--- config.mk ---
export PLATFORM = sky130hd
export DESIGN_NAME = matrix_keypad_scanner_flat
export DESIGN_NICKNAME = d
export VERILOG_FILES = /design/src/rtl/matrix_keypad_scanner_if.sv /design/src/rtl/matrix_keypad_scanner.sv /design/src/flat_wrapper.sv
export SDC_FILE = /design/constraint.sdc
export NUM_CORES = 1
export LEC_CHECK = 0
export BUFFER_PORTS_ARGS = -buffer_cell sky130_fd_sc_hd__buf_2
export CORE_UTILIZATION = 58
export CTS_BUF_LIST = sky130_fd_sc_hd__clkbuf_8 sky130_fd_sc_hd__clkbuf_16
export CTS_CLUSTER_SIZE = 30
export DETAILED_ROUTE_END_ITERATION = 10
export GPL_ROUTABILITY_DRIVEN = 0
export PLACE_DENSITY_LB_ADDON = 0.3
export REMOVE_ABC_BUFFERS = 1
export SETUP_SLACK_MARGIN = 0.4
export SLEW_MARGIN = 30
export SYNTH_ARGS = -nofsm -noshare
export SYNTH_HDL_FRONTEND = slang
export SYNTH_SLANG_ARGS = --single-unit
--- constraint.sdc ---
create_clock -name CLOCK_50 -period 4.6 [get_ports CLOCK_50]
set_input_delay 0.69 -clock CLOCK_50 [delete_from_list [all_inputs] [get_ports CLOCK_50]]
set_output_delay 0.69 -clock CLOCK_50 [all_outputs]
set_load 0.05 [all_outputs]
--- src/rtl/matrix_keypad_scanner_if.sv ---
// Keypad pin bundle plus debounced key report.
// master: scanner side (drives ROW/KEY_*), slave: board side (drives COL).
interface matrix_keypad_scanner_if;
  logic [3:0] COL;
  logic [3:0] ROW;
  logic [3:0] KEY_CODE;
  logic       KEY_VALID;
  logic       KEY_HELD;

  modport master (
    input  COL,
    output ROW, KEY_CODE, KEY_VALID, KEY_HELD
  );

  modport slave (
    output COL,
    input  ROW, KEY_CODE, KEY_VALID, KEY_HELD
  );
endinterface

--- src/rtl/matrix_keypad_scanner.sv ---
// 4x4 keypad scanner: row drive, column sync, scan classify, debounce.
// Ports: CLOCK_50, RESET_N (async low), kp (master: COL in; ROW, KEY_* out).
module matrix_keypad_scanner #(
  parameter int SCAN_DIV       = 50000,
  parameter int DEBOUNCE_SCANS = 4
) (
  input logic CLOCK_50,
  input logic RESET_N,
  matrix_keypad_scanner_if.master kp
);

  localparam int DW = (SCAN_DIV > 1) ? $clog2(SCAN_DIV) : 1;
  localparam int CW = $clog2(DEBOUNCE_SCANS + 1);

  typedef enum logic [1:0] {
    IDLE, PRESS_CHK, HELD, REL_CHK
  } state_e;

  logic [3:0]    col_s1_q, col_s2_q;
  logic [DW-1:0] div_q, div_d;
  logic [1:0]    row_q, row_d;
  logic          acc_any_q, acc_any_d;
  logic          acc_multi_q, acc_multi_d;
  logic [3:0]    acc_code_q, acc_code_d;
  state_e        state_q, state_d;
  logic [CW-1:0] cnt_q, cnt_d, cnt_inc;
  logic [3:0]    cand_q, cand_d;
  logic [3:0]    code_q, code_d;
  logic          valid_q, valid_d;

  logic          div_wrap, scan_done;
  logic [3:0]    low;
  logic [2:0]    n_low;
  logic [1:0]    col_idx;
  logic          base_any, base_multi;
  logic          scan_any, scan_multi;
  logic [3:0]    scan_code;
  logic          single, none;

  always_comb begin
    div_wrap = div_q == DW'(SCAN_DIV - 1);
    div_d    = div_wrap ? '0 : div_q + DW'(1);
    row_d    = div_wrap ? row_q + 2'd1 : row_q;
    low      = ~col_s2_q;
    n_low    = {2'b0, low[0]} + {2'b0, low[1]}
             + {2'b0, low[2]} + {2'b0, low[3]};
    col_idx  = 2'd0;
    for (int i = 0; i < 4; i++)
      if (low[i]) col_idx = 2'(i);
    // row 0 sample starts a fresh scan
    base_any   = (row_q == 2'd0) ? 1'b0 : acc_any_q;
    base_multi = (row_q == 2'd0) ? 1'b0 : acc_multi_q;
    scan_any   = base_any | (n_low != 3'd0);
    scan_multi = base_multi | (n_low > 3'd1)
               | (base_any & (n_low != 3'd0));
    scan_code  = (n_low == 3'd1) ? {row_q, col_idx}
                                 : acc_code_q;
    acc_any_d   = div_wrap ? scan_any   : acc_any_q;
    acc_multi_d = div_wrap ? scan_multi : acc_multi_q;
    acc_code_d  = div_wrap ? scan_code  : acc_code_q;
    scan_done   = div_wrap && (row_q == 2'd3);
    single      = scan_any && !scan_multi;
    none        = !scan_any;
  end

  always_comb begin
    state_d = state_q;
    cnt_d   = cnt_q;
    cand_d  = cand_q;
    code_d  = code_q;
    valid_d = 1'b0;
    cnt_inc = (cnt_q == CW'(DEBOUNCE_SCANS)) ? cnt_q
                                            : cnt_q + CW'(1);
    if (scan_done) begin
      unique case (state_q)
        IDLE: begin
          if (single) begin
            cand_d  = scan_code;
            cnt_d   = CW'(1);
            state_d = PRESS_CHK;
          end
        end
        PRESS_CHK: begin
          if (single && scan_code == cand_q) begin
            cnt_d = cnt_inc;
            if (cnt_inc == CW'(DEBOUNCE_SCANS)) begin
              state_d = HELD;
              code_d  = cand_q;
              valid_d = 1'b1;
            end
          end else begin
            state_d = IDLE;
            cnt_d   = '0;
          end
        end
        HELD: begin
          if (none) begin
            cnt_d   = CW'(1);
            state_d = REL_CHK;
          end
        end
        REL_CHK: begin
          if (none) begin
            cnt_d = cnt_inc;
            if (cnt_inc == CW'(DEBOUNCE_SCANS)) begin
              state_d = IDLE;
              cnt_d   = '0;
            end
          end else begin
            state_d = HELD;
          end
        end
        default: state_d = IDLE;
      endcase
    end
  end

  always_ff @(posedge CLOCK_50 or negedge RESET_N) begin
    if (!RESET_N) begin
      col_s1_q    <= 4'hF;
      col_s2_q    <= 4'hF;
      div_q       <= '0;
      row_q       <= 2'd0;
      acc_any_q   <= 1'b0;
      acc_multi_q <= 1'b0;
      acc_code_q  <= 4'd0;
      state_q     <= IDLE;
      cnt_q       <= '0;
      cand_q      <= 4'd0;
      code_q      <= 4'd0;
      valid_q     <= 1'b0;
    end else begin
      col_s1_q    <= kp.COL;
      col_s2_q    <= col_s1_q;
      div_q       <= div_d;
      row_q       <= row_d;
      acc_any_q   <= acc_any_d;
      acc_multi_q <= acc_multi_d;
      acc_code_q  <= acc_code_d;
      state_q     <= state_d;
      cnt_q       <= cnt_d;
      cand_q      <= cand_d;
      code_q      <= code_d;
      valid_q     <= valid_d;
    end
  end

  assign kp.ROW       = ~(4'b0001 << row_q);
  assign kp.KEY_CODE  = code_q;
  assign kp.KEY_VALID = valid_q;
  assign kp.KEY_HELD  = (state_q == HELD) || (state_q == REL_CHK);

endmodule
--- src/flat_wrapper.sv ---
// flat-port wrapper written by rule: the top's interface ports become plain ports
module matrix_keypad_scanner_flat 
#(
  parameter int SCAN_DIV       = 50000,
  parameter int DEBOUNCE_SCANS = 4
)
  (CLOCK_50, RESET_N, kp_COL, kp_ROW, kp_KEY_CODE, kp_KEY_VALID, kp_KEY_HELD);
  matrix_keypad_scanner_if kp_i ();
  input logic CLOCK_50;
  input logic RESET_N;
  input wire logic [$bits(kp_i.COL)-1:0] kp_COL;
  output wire logic [$bits(kp_i.ROW)-1:0] kp_ROW;
  output wire logic [$bits(kp_i.KEY_CODE)-1:0] kp_KEY_CODE;
  output wire logic [$bits(kp_i.KEY_VALID)-1:0] kp_KEY_VALID;
  output wire logic [$bits(kp_i.KEY_HELD)-1:0] kp_KEY_HELD;
  assign kp_i.COL = kp_COL;
  assign kp_ROW = kp_i.ROW;
  assign kp_KEY_CODE = kp_i.KEY_CODE;
  assign kp_KEY_VALID = kp_i.KEY_VALID;
  assign kp_KEY_HELD = kp_i.KEY_HELD;
  matrix_keypad_scanner #(.SCAN_DIV(SCAN_DIV), .DEBOUNCE_SCANS(DEBOUNCE_SCANS)) u_core (.CLOCK_50(CLOCK_50), .RESET_N(RESET_N), .kp(kp_i));
endmodule
==> results.md <==
- Cell taking the most area after synthesis: dfrtp_1
- WP data required: 4.79 ns
- Seq. cell area: 1160 um^2
- Overall routing resource usage: 0.224
- Multi-input logic area: 1080 um^2
- Worst vdd ir: 0.242 mV
- Reg2reg end: u_core.cand_q[0]
- Status: finished clean
- CP max-delay cell: dfstp_2
- Clk Tree Root Cell: clkbuf_8
- Post-synth EDFFs: 0
- Die Y: 65.3 um
- Synth Flop Type: dfrtp_1
- Clk buf depth: 2
- Vias in the first global route: 1553
- Drt via density: 5.51
- Sequential share of the synthesized area: 0.500
- Max-Cap Viols: 0
- FMAX: 0.285 GHz
- Register-to-Register Setup Slack: 1.09 ns
- DP Wirelength: 2960 um
- Core area: 3740 um^2
- # Post-CTS Setup Buffers: 0
- CTS H-Tree Depth: 2
- DIE AREA: 4260 um^2
- Global-route wire length before repair: 7090 um
- Initial antenna violation count: 0
- Post-Route WL: 4000 um
- Pin count of the biggest net entering global routing: 47
- Layout cell share with drive strength beyond 1: 0.198
- CTS Buf Count: 5
- Hold Crit Depth: 0
- Post-synth ARST share: 1.00
- Period utilisation layout: 0.764
- Top-count cell post-synth: dfrtp_1
- #FFs+latches synth: 46
- Non-Filler Instances: 285
- Crit path capture type: flop
- Starting Density: 0.620
- Placed instance area: 2440 um^2
- RSZ-0062 raised after global routing: false
- # rows: 22
- Worst setup path class: flop to flop
- Setup Skew: 0.00781 ns
- Post-Route Setup TNS: 0 ns
- Design Area, Final: 2560 um^2
- Leakage: 0.00116 uW
- Worst hold path startpoint: u_core.col_s1_q[3]
- Post-Syn Area per Cell: 10.6 um^2
- Top cells by count, synth: dfrtp_1 (38), nor2_1 (17), inv_1 (16), nand2_1 (16), nand3_1 (16)
- CTS Hold Buffers Added: 0
- Number of clock sinks: 46
- Diodes inserted: 0
- Nets: 253
- Netlist cell types: 40
- Synthesized instance count: 219
- Relative slew margins: 0.603
- DR iter-0 viols: 52
- Layout overhead on the synthesized area: 10.1%
- Post-DRT Antenna Nets: 0
- Die W: 65.3 um
- Top cell type's share of synthesized area: 0.409
- TritonCTS clock tree: yes
- DRC viols: 0
- I/O Pins: 16
- Worst Hold End: u_core.col_s2_q[3]
- Synth top area cells: dfrtp_1 (41%), dfstp_2 (9.1%), ha_1 (5.4%)
- Worst Reg-to-Reg Cells: 10
- Clock latency on the worst-skew pair: 0.30 ns
- Port buffer count: 15
- Final setup fails: 0
- Filler cells: 306
- Startpoint Class: flop
- Worst Hold Class: flop to flop
- CTS clock-pin slew for the worst setup and hold paths: 0.09 ns
- Pre-antenna DRT Iters: 4
- Crit path cell chain: inv_1 > ha_1 > fa_1 > inv_1 > ha_1 > nor3b_2 > o221ai_1 > or3_1 > or3_1 > mux2_4
- Total grt overflow: 0
- Reg2Reg Launch Point: u_core.col_s2_q[0]
- Tmin final: 3.51 ns
- Pwr dens: 297 nW/um^2
- Worst Max-Slew Pin Slew: 0.591 ns
- Syn. warnings: 0
- Final Hold Vio Count: 0
- Worst path max stage delay: 0.53 ns
- Crit-path max FO: 8
- PostCTS Resize Cnt: 0
- Synthesized cell area: 2320 um^2
- Placed insts: 277
- Via count: 1571
- Arrival time of the worst setup path: 3.70 ns
- Fin. max-slew vios: 0
- Avg WL per Cell: 14.0 um
-- placed cells by master (no fill, tap or decap), types with 2 or more instances in the layout --
master / n
o221ai_1: 2
nor3_1: 3
nand2b_1: 4
nand4_1: 3
ha_1: 10
nand3_1: 16
buf_2: 14
buf_4: 2
mux2_2: 9
nor2b_1: 2
inv_1: 16
mux2i_1: 4
o21ai_0: 11
dfstp_2: 8
clkinvlp_4: 2
clkbuf_8: 5
nand2_1: 16
or4bb_1: 2
and3_1: 5
a21oi_1: 5
xnor2_1: 13
a31oi_1: 3
nor2_1: 17
dfrtp_1: 38
or3_1: 2
xor2_1: 6
and2_1: 3
-- how the worst max path moves through the flow --
| stage | start | endpoint | cells past startpoint |
|---|---|---|---|
| 2_1_floorplan | u_core.col_s2_q[0] | u_core.cand_q[0] | 10 |
| 3_3_place_gp | u_core.col_s2_q[0] | u_core.cand_q[0] | 10 |
| 3_5_place_dp | u_core.col_s2_q[1] | u_core.cand_q[0] | 10 |
| 4_1_cts | u_core.col_s2_q[0] | u_core.cand_q[0] | 10 |
| 5_1_grt | u_core.col_s2_q[1] | u_core.kp.KEY_CODE[2] | 11 |
| 6_report | u_core.col_s2_q[0] | u_core.cand_q[0] | 10 |
-- area by class of cell --
type	count	share of cell area
clock inverters	3	0.0176
well taps	48	0.0235
flip-flops and latches	46	0.454
repair buffers	16	0.0333
inverters	16	0.0235
clock buffers	5	0.0269
multi-input cells	151	0.421
-- worst max-delay path, delay by kind of cell, from the launching register on --
kind                     cells  cell delay [ns]
AND/OR/NAND/NOR              3             1.29
adder cells (fa/ha/maj)      3             0.94
flip-flops                   1             0.53
multiplexers                 1             0.33
AO/OA/AOI/OAI                1             0.22
buffers and inverters        2             0.11
-- routing by layer --
metal,share of wire,vias up,GRT usage
met3,0.028,2,0.0556
li1,-,780,-
met1,0.46,768,0.291
met5,0,-,0
met2,0.50,21,0.362
met4,0.0057,0,0.0842
-- flip-flops by register name, summed over array words and instances (netlist names) --
register             cells
u_core.kp.KEY_VALID      1
u_core.kp.KEY_CODE       4
u_core.acc_any_q         1
u_core.acc_multi_q       1
u_core.state_q           2
u_core.cnt_q             3
u_core.acc_code_q        4
u_core.col_s2_q          4
u_core.cand_q            4
u_core.col_s1_q          4
u_core.div_q            16
u_core.row_q             2
-- kinds of logic (layout without fill, tap and decap cells) --
group,after synthesis,count (layout),synth area share
flip-flops,46,46,0.500
XOR/XNOR,19,19,0.0717
AND/OR/NAND/NOR,80,80,0.191
buffers and inverters,22,40,0.0366
adder cells (fa/ha/maj),11,11,0.0625
AO/OA/AOI/OAI,27,27,0.0706
multiplexers,14,14,0.0673
-- power breakdown --
group	switching [uW]	internal (uW)
clock network	134	161
registers	1.37	410
logic	32.6	18.6
-- per-stage QoR --
step                      setup slack, ns  hold slack, ns   util  power, uW
after floorplan                      1.32           0.345      -        453
after global placement               1.19           0.345  0.652        469
after detailed placement             1.10           0.347  0.652        471
after CTS                            1.08           0.360  0.682        768
after global routing                0.790           0.367  0.683        787
final                                1.09           0.359  0.683        759
No activity file was read; power rests on OpenSTA's default activity.
